<file path="src/rtl/cache_miss_ctrl.sv">
`default_nettype none
// ============================================================================
// cache_miss_ctrl: tag/valid/dirty/age controller for a 2-way set-assoc cache.
// Optional hit/miss counters are built when CACHE_STATS_EN is defined.  Rev 1.0
// ============================================================================
module cache_miss_ctrl #(
  parameter int IDX_W = 4,
  parameter int TAG_W = 8
) (
  input  logic                   clk,
  input  logic                   rst_n,
  input  logic                   i_req_valid,
  output logic                   o_req_ready,
  input  logic [IDX_W-1:0]       i_req_index,
  input  logic [TAG_W-1:0]       i_req_tag,
  input  logic                   i_req_write,
  output logic                   o_resp_valid,
  output logic                   o_resp_hit,
  output logic                   o_resp_way,
  output logic                   o_mem_req_valid,
  input  logic                   i_mem_req_ready,
  output logic                   o_mem_req_we,
  output logic [TAG_W+IDX_W-1:0] o_mem_req_addr,
  input  logic                   i_mem_resp_valid,
  output logic                   o_fill_en,
  output logic                   o_fill_way,
  output logic [15:0]            o_stat_hits,
  output logic [15:0]            o_stat_misses
);

  localparam int SETS = 1 << IDX_W;

  localparam logic [2:0] S_IDLE    = 3'd0;
  localparam logic [2:0] S_LOOKUP  = 3'd1;
  localparam logic [2:0] S_WB_REQ  = 3'd2;
  localparam logic [2:0] S_WB_WAIT = 3'd3;
  localparam logic [2:0] S_RF_REQ  = 3'd4;
  localparam logic [2:0] S_RF_WAIT = 3'd5;
  localparam logic [2:0] S_RESP    = 3'd6;

  logic [2:0]       r_state;
  logic [IDX_W-1:0] r_idx;
  logic [TAG_W-1:0] r_tag;
  logic             r_write;
  logic             r_way;
  logic             r_hit;

  logic [SETS-1:0]  r_valid0, r_valid1, r_dirty0, r_dirty1, r_age0, r_age1;
  logic [TAG_W-1:0] r_tags0 [SETS];
  logic [TAG_W-1:0] r_tags1 [SETS];

  logic             w_v0, w_v1, w_d0, w_d1, w_a0, w_a1;
  logic             w_hit0, w_hit1, w_hit, w_hit_way;
  logic             w_victim, w_victim_dirty;
  logic [TAG_W-1:0] w_victim_tag;
  logic             w_lookup_hit, w_fill, w_touch, w_touch_way;

  assign w_v0 = r_valid0[r_idx];
  assign w_v1 = r_valid1[r_idx];
  assign w_d0 = r_dirty0[r_idx];
  assign w_d1 = r_dirty1[r_idx];
  assign w_a0 = r_age0[r_idx];
  assign w_a1 = r_age1[r_idx];

  assign w_hit0    = w_v0 && (r_tags0[r_idx] == r_tag);
  assign w_hit1    = w_v1 && (r_tags1[r_idx] == r_tag);
  assign w_hit     = w_hit0 || w_hit1;
  assign w_hit_way = !w_hit0;

  // Invalid ways first; with both valid the older (age=1) way goes, ties to way 0.
  assign w_victim       = !w_v0 ? 1'b0 : (!w_v1 ? 1'b1 : (w_a1 && !w_a0));
  assign w_victim_dirty = w_victim ? (w_v1 && w_d1) : (w_v0 && w_d0);
  assign w_victim_tag   = r_way ? r_tags1[r_idx] : r_tags0[r_idx];

  assign w_lookup_hit = (r_state == S_LOOKUP) && w_hit;
  assign w_fill       = (r_state == S_RF_WAIT) && i_mem_resp_valid;
  assign w_touch      = w_lookup_hit || w_fill;
  assign w_touch_way  = w_fill ? r_way : w_hit_way;

  always_ff @(posedge clk or negedge rst_n) begin
    if (!rst_n) begin
      r_state <= S_IDLE;
      r_idx   <= '0;
      r_tag   <= '0;
      r_write <= 1'b0;
      r_way   <= 1'b0;
      r_hit   <= 1'b0;
    end else begin
      case (r_state)
        S_IDLE: if (i_req_valid) begin
          r_idx   <= i_req_index;
          r_tag   <= i_req_tag;
          r_write <= i_req_write;
          r_state <= S_LOOKUP;
        end
        S_LOOKUP: begin
          r_hit <= w_hit;
          if (w_hit) begin
            r_way   <= w_hit_way;
            r_state <= S_RESP;
          end else begin
            r_way   <= w_victim;
            r_state <= w_victim_dirty ? S_WB_REQ : S_RF_REQ;
          end
        end
        S_WB_REQ:  if (i_mem_req_ready)  r_state <= S_WB_WAIT;
        S_WB_WAIT: if (i_mem_resp_valid) r_state <= S_RF_REQ;
        S_RF_REQ:  if (i_mem_req_ready)  r_state <= S_RF_WAIT;
        S_RF_WAIT: if (i_mem_resp_valid) r_state <= S_RESP;
        S_RESP:    r_state <= S_IDLE;
        default:   r_state <= S_IDLE;
      endcase
    end
  end

  always_ff @(posedge clk or negedge rst_n) begin
    if (!rst_n) begin
      r_valid0 <= '0;
      r_valid1 <= '0;
      r_dirty0 <= '0;
      r_dirty1 <= '0;
      r_age0   <= '0;
      r_age1   <= '0;
    end else begin
      if (w_lookup_hit && r_write) begin
        if (w_hit_way) r_dirty1[r_idx] <= 1'b1;
        else           r_dirty0[r_idx] <= 1'b1;
      end
      if (w_fill) begin
        if (r_way) begin
          r_valid1[r_idx] <= 1'b1;
          r_dirty1[r_idx] <= r_write;
        end else begin
          r_valid0[r_idx] <= 1'b1;
          r_dirty0[r_idx] <= r_write;
        end
      end
      // The other way only ages if it holds a line.
      if (w_touch) begin
        if (w_touch_way) begin
          r_age1[r_idx] <= 1'b0;
          if (w_v0) r_age0[r_idx] <= 1'b1;
        end else begin
          r_age0[r_idx] <= 1'b0;
          if (w_v1) r_age1[r_idx] <= 1'b1;
        end
      end
    end
  end

  always_ff @(posedge clk) begin
    if (w_fill) begin
      if (r_way) r_tags1[r_idx] <= r_tag;
      else       r_tags0[r_idx] <= r_tag;
    end
  end

  assign o_req_ready     = (r_state == S_IDLE);
  assign o_resp_valid    = (r_state == S_RESP);
  assign o_resp_hit      = (r_state == S_RESP) && r_hit;
  assign o_resp_way      = (r_state == S_RESP) && r_way;
  assign o_mem_req_valid = (r_state == S_WB_REQ) || (r_state == S_RF_REQ);
  assign o_mem_req_we    = (r_state == S_WB_REQ);
  assign o_fill_en       = w_fill;
  assign o_fill_way      = r_way;

  always_comb begin
    o_mem_req_addr = '0;
    if (r_state == S_WB_REQ)      o_mem_req_addr = {w_victim_tag, r_idx};
    else if (r_state == S_RF_REQ) o_mem_req_addr = {r_tag, r_idx};
  end

`ifdef CACHE_STATS_EN
  logic [15:0] r_stat_hits, r_stat_misses;

  always_ff @(posedge clk or negedge rst_n) begin
    if (!rst_n) begin
      r_stat_hits   <= 16'd0;
      r_stat_misses <= 16'd0;
    end else if (r_state == S_LOOKUP) begin
      if (w_hit) begin
        if (r_stat_hits != 16'hFFFF) r_stat_hits <= r_stat_hits + 16'd1;
      end else begin
        if (r_stat_misses != 16'hFFFF) r_stat_misses <= r_stat_misses + 16'd1;
      end
    end
  end

  assign o_stat_hits   = r_stat_hits;
  assign o_stat_misses = r_stat_misses;
`else
  assign o_stat_hits   = 16'd0;
  assign o_stat_misses = 16'd0;
`endif

endmodule
`default_nettype wire

</file>
<file path="config.mk">
export PLATFORM = sky130hd
export DESIGN_NAME = cache_miss_ctrl
export DESIGN_NICKNAME = d
export VERILOG_FILES = /design/src/rtl/cache_miss_ctrl.sv
export SDC_FILE = /design/constraint.sdc
export NUM_CORES = 1
export LEC_CHECK = 0
export CAP_MARGIN = 0
export CORE_ASPECT_RATIO = 1.4
export CORE_UTILIZATION = 55
export DETAILED_ROUTE_END_ITERATION = 7
export PLACE_DENSITY = 0.73
export SKIP_CTS_REPAIR_TIMING = 1
export SLEW_MARGIN = 30
export SYNTH_ARGS = -nofsm -noshare
export SYNTH_HDL_FRONTEND = slang
export SYNTH_SLANG_ARGS = --single-unit
</file>
<file path="constraint.sdc">
create_clock -name clk -period 9.4 [get_ports clk]
set_input_delay 2.82 -clock clk [delete_from_list [all_inputs] [get_ports clk]]
set_output_delay 2.82 -clock clk [all_outputs]
set_load 0.01 [all_outputs]
</file>
==> reports/metrics.yaml, run 1 <==
postRouteAntennaNets: 0
post_drt_wl_per_cell_microns: 26.1
grt_start_max_net_pins: 62
path_max_fanout: 5
p_leak_nw: 6.52
status: "finished, final reports clean"
fillerInstances: 2142
fin_crit_sh_pct: 81.7
final_common_cell: "edfxtp_1"
globalRouteOverflowTotal: 0
vias: 10045
grt_pass1_vias: 10137
placementRows: 74
nets: 1191
clock_sinks: 370
multi_input_area_sq_um: 5500
grt_pass1_wl_microns: 62500
syn-instance-count: 1146
vias_per_cell: 6.37
track_usage_pct: 27.8
drive_gt1_share_pct: 19.7
synth_seq_cells: 370
routed_wl_microns: 41200
cts_tree: "yes"
rsz0062_at_grt: "false"
ys_seq_area_share_pct: 63.8
crit_type: "in2out"
timing.rr.start: "r_idx[0]"
synth.avg_cell_area_sq_um: 14.4
max-cap-violations: 0
first_pass_iters: 5
drtIter0Drc: 983
power_density_nw_per_um2: 316
finalSetupViolCount: 0
arrival_ns: 4.86
cts_buffers: 36
cts_max_path_buffers: 3
async_flop_share_pct: 30.8
insertion_delay_ns: 0.54
dieArea_sq_um: 30800
utilization_pct: 62.2
hold_ws_ns: 0.463
finalSetupTns_ns: 0
crit_top_cell: "clkdlybuf4s50_1"
crit_family: "buffers and inverters"
finClkSkew_ns: 0.0172
end_kind: "output port"
hp-class: "reg2reg"
critical_path.max_stage_delay_ns: 0.70
h-tree-depth: 2
final-seq-area_sq_um: 10600
hold_viol: 0
gp_congestion: 0.866
area_growth_pct: 10.5
diodes: 0
yosys.area.top_type: "edfxtp_1"
die_h_microns: 207
synth_edf_count: 256
critPathBufInv: 2
core_sq_um: 29400
crit_start: "i_mem_resp_valid"
maxSlewViolCount: 0
post_synth_instance_area_sq_um: 16500
io-pin-count: 70
crit_chain: "clkdlybuf4s50_1 -> and2_1 -> nor3b_1 -> clkdlybuf4s50_1"
yosysUniqueCellTypes: 69
worst_pin_slew_ns: 1.02
hpwl_microns: 26900
ys.flop_type: "edfxtp_1"
cp-start-kind: "primary input"
min_period_ns: 7.68
crit_required_ns: 6.58
fp.dieW_microns: 149
initial_core_util_pct: 56.3
fmax_ghz: 0.130
clk_pin_slew_worst_paths_ns: 0.06
final_cell_mix: "edfxtp_1 (256), dfrtp_1 (108), nand2_1 (82)"
peakVddDrop_v: 0.000198
synth.area.top_cells: "edfxtp_1 (47%), dfrtp_1 (17%), mux4_2 (8.4%), mux2i_1 (4.1%), mux2_2 (2.0%)"
drc_errors: 0
io_buffers: 37
holdCritStartpoint: "r_valid1[2]"
netlist.area_leader.share_pct: 46.5
antenna_found_initial: 0
cts-root-buf: "clkbuf_16"
max_slew_margin_pct: 31.2
ys_warn_count: 0
cp_slowest_cell: "nor3b_1"
==> synth_stat cells (all sizes together) (9+ instances only) <==
master and n:
edfxtp 256, dfrtp 114, nand2 84, o21ai 74, nor2 71, buf 69
mux2i 68, mux4 64, a21oi 47, or2 33, mux2 31, clkbuf 30
a22oi 18, o221ai 18, nor3 17, inv 15, nand2b 13, a2bb2oi 11
nand3b 11, nor2b 10, o22ai 10, xnor2 9
==> final timing paths <==
| path | end | slack [ns] | cells after the start |
|---|---|---|---|
| max in group asynchronous | r_idx[0] | 5.67 | 2 |
| max | o_fill_en | 1.72 | 4 |
| max reg2reg | flip-flop | 4.48 | 10 |
| min reg2reg | r_valid1[2] | 0.46 | 1 |
| min in group asynchronous | r_valid1[11] | 2.33 | 1 |
| min | r_valid1[2] | 0.46 | 1 |
==> final cells by class <==
| cell class | instances | area share, % |
|---|---|---|
| clock buffer | 48 | 5.62 |
| clock inverter | 14 | 0.712 |
| inverter | 16 | 0.329 |
| multi-input combinational | 692 | 30.1 |
| sequential | 370 | 57.8 |
| tap | 380 | 2.60 |
| timing repair buffer | 57 | 2.84 |
==> power breakdown <==
group          internal, mW  total (mW)  switching [mW]
logic                 0.818        2.00            1.18
clock network         0.824        1.43           0.601
registers              2.06        2.34           0.280
total                  3.70        5.77            2.07
==> kinds of logic after synthesis <==
family / after synthesis / share of synthesized area, %
AOI/OAI and AO/OA: 213 / 8.51
xor gates and xnor gates: 13 / 0.689
buffers and inverters: 115 / 3.96
DFF: 370 / 63.8
muxes: 163 / 15.0
other: 1 / 0.0227
and+or+nand+nor: 271 / 8.05
==> flip-flops by register name, summed over array words and instances (netlist names), named ones only <==
| signal | flops |
|---|---|
| r_idx | 4 |
| r_hit | 1 |
| r_tags0 | 128 |
| r_dirty1 | 16 |
| r_write | 1 |
| r_dirty0 | 16 |
| r_state | 3 |
| r_valid1 | 16 |
| r_tags1 | 128 |
| o_fill_way | 1 |
| r_valid0 | 16 |
| r_tag | 8 |
==> metal layers <==
metal	track usage, %	up-vias	share of wire [%]
met2	46.3	467	51
met3	5.15	117	7.2
met4	15.1	0	5.0
met1	34.1	5108	37
met5	0	-	0
li1	-	4353	-
==> stage by stage <==
step | instances | total power, mW | setup slack [ns] | area [sq um]
2_1_floorplan | 1177 | 3.67 | 3.05 | 16600
3_5_place_dp | 1515 | 4.33 | 1.76 | 17100
6_report | 1577 | 5.77 | 1.72 | 18300
5_1_grt | 1577 | 5.98 | 1.57 | 18300
4_1_cts | 1577 | 5.75 | 1.75 | 18300
3_3_place_gp | 1514 | 4.29 | 1.90 | 17000
==> worst reg2reg max path, stage by stage (launching register included) <==
cell,delay (ns)
dfrtp_4,0.95
buf_4,0.55
nand2b_1,0.54
o22ai_1,0.22
nor4_1,0.25
nand3b_1,0.16
o2111ai_1,0.14
or4_4,0.62
o31ai_4,0.72
nand2_2,0.40
o22ai_1,0.28
No activity file was read; power rests on OpenSTA's default activity.
==> run 2: changes to the inputs <==
clock period = 7.4 ns   (was 9.4 ns; I/O delays follow)
==> run 2 against run 1 <==
- register-to-register slack lost 1.9 ns
- first-iteration DRC count decreased by 11%
- via count is 0.21% higher
- combinational power is 28% higher
- worst setup slack got worse by 0.58 ns
- worst hold slack got worse by 0.0015 ns
- non-clock buffer count rose by 2
- wire length hardly changed
==> reports/metrics.yaml, run 2 (synthesis gave the netlist of run 1 again) <==
status: "finished, final reports clean"
postRouteAntennaNets: 0  # unchanged
drc_errors: 0  # unchanged
place_area_sq_um: 17100  # +0.11%
rsz0062_at_grt: "false"
postLayoutCellArea_sq_um: 18400  # +0.52%
min_period_ns: 6.26
max-cap-violations: 0  # unchanged
io-pin-count: 70  # unchanged
hold_viol: 0  # unchanged
cts_buffers: 37  # +2.8%
drive_gt1_share_pct: 19.7  # -0.048 points
setup_ws_ns: 1.14  # -0.577 ns
antenna_found_initial: 1  # +1
insertion_delay_ns: 0.55  # about the same
fp.dieW_microns: 149  # unchanged
final-seq-area_sq_um: 10600  # about the same
cp-start-kind: "flip-flop"
power.total_mw: 7.42  # +29%
final_cell_mix: "edfxtp_1 (256), dfrtp_1 (109), nand2_1 (82)"
pre_cts_slack_ns: 1.46  # -0.306 ns
crit_required_ns: 5.18  # -1.40 ns
routed_wl_microns: 41200  # about the same
power_density_nw_per_um2: 404  # +28%
nets: 1194  # +0.25%
clock_sinks: 370  # unchanged
arrival_ns: 4.04  # -0.82 ns
io_buffers: 37  # unchanged
finalSetupTns_ns: 0  # unchanged
core_sq_um: 29400  # unchanged
placementRows: 74  # unchanged
grt_start_max_net_pins: 63  # +1.6%
hold_ws_ns: 0.462  # -0.00148 ns
grt_pass1_vias: 10052  # -0.84%
multi_input_area_sq_um: 5500  # +0.11%
h-tree-depth: 2  # unchanged
globalRouteOverflowTotal: 0  # unchanged
die_h_microns: 207  # unchanged
vias: 10066  # +0.21%
worst_pin_slew_ns: 0.979  # -0.0436 ns
max_slew_margin_pct: 34.7  # +3.5 points
peakVddDrop_v: 0.000231  # +17%
fmax_ghz: 0.160
drtIter0Drc: 871  # -11%
post_drt_wl_per_cell_microns: 26.0  # -0.57%
crit_top_cell: "a21oi_1"
fillerInstances: 2093  # -2.3%
cp_slowest_cell: "dfrtp_4"
fin_crit_sh_pct: 84.6
finClkSkew_ns: 0.0165  # -0.000698 ns
grt_pass1_wl_microns: 62000  # -0.70%
critical_path.max_stage_delay_ns: 0.99  # +0.29 ns
area_growth_pct: 11.1
cts_max_path_buffers: 3  # unchanged
maxSlewViolCount: 0  # unchanged
crit_type: "reg2out"
clk_pin_slew_worst_paths_ns: 0.06  # about the same
dieArea_sq_um: 30800  # unchanged
end_kind: "output port"
initial_core_util_pct: 56.3  # unchanged
diodes: 0  # unchanged
gp_congestion: 0.860  # -0.76%
first_pass_iters: 5  # unchanged
hp-class: "reg2reg"
finalSetupViolCount: 0  # unchanged
cts_tree: "yes"
vias_per_cell: 6.35  # -0.30%
cts-root-buf: "clkbuf_16"
hpwl_microns: 27000  # +0.50%
crit_chain: "buf_4 -> mux4_2 -> nor2b_1 -> a211oi_1 -> a21oi_1 -> a21oi_1 -> o21ai_0 -> clkdlybuf4s50_1"
path_max_fanout: 48  # +43
final_common_cell: "edfxtp_1"
track_usage_pct: 27.6  # -0.17 points
largestRegisters: "r_tags0: 128 flops, r_tags1: 128 flops"
p_leak_nw: 6.55  # +0.48%
==> run 2: changes by cell type in the layout (fill, tap and decap cells not counted), moves of 2 or more <==
cell,previous run,this run
clkinv_8,0,2
nor2_2,16,19
bufinv_16,2,5
inv_6,3,1
clkbuf_8,6,0
clkinv_1,5,9
nor2_1,55,52
clkbuf_1,5,9
==> run 2: final cells by class <==
cell class	count	area share (%)
Multi-Input combinational cell	692	30.0
Inverter	16	0.327
Timing Repair Buffer	59	2.97
Clock buffer	46	5.23
Clock inverter	22	1.42
Sequential cell	370	57.5
Tap cell	380	2.59
==> run 2: routing by layer <==
metal | global-route usage (%) | part of all wire (%) | vias to the layer above | wire (microns)
li1 | - | - | 4380 | -
met1 | 34.1 | 37 | 5069 | 15300
met2 | 46.8 | 51 | 498 | 21200
met3 | 4.65 | 6.5 | 119 | 2690
met4 | 13.4 | 4.9 | 0 | 2040
met5 | 0 | 0 | - | 0
==> run 2: per-stage QoR <==
step,utilization (%),instances
final,62.6,1585
after global routing,62.6,1585
after CTS,62.5,1585
after detailed placement,58.3,1517
after global placement,58.2,1516
after floorplan,-,1177
==> run 2: path summary, 6_finish.rpt <==
kind	cells after the start	slack [ns]	endpoint	from
worst min register to register	1	0.46	r_valid1[14]	r_valid1[14]
max in group asynchronous	2	4.29	r_idx[0]	rst_n
min in group asynchronous	1	1.77	r_valid1[1]	rst_n
worst max-delay path	8	1.14	o_mem_req_addr[6]	r_idx[1]
worst min-delay path	1	0.46	r_valid1[14]	r_valid1[14]
worst max register to register	8	2.55	flip-flop	r_idx[3]
==> run 2: critical path, delay by kind of cell (launching register included) <==
kind            cells  cell delay, ns
compound gates      4            0.84
flops               1            0.99
simple gates        1            0.14
mux                 1            0.53
buf+inv             2            0.95
==> run 2: report_power, final <==
group	internal (mW)	switching [mW]	leakage (nW)	total (mW)
logic	1.06	1.50	2.19	2.56
clock network	1.11	0.784	0.590	1.89
registers	2.61	0.358	3.77	2.97
total	4.77	2.64	6.55	7.42
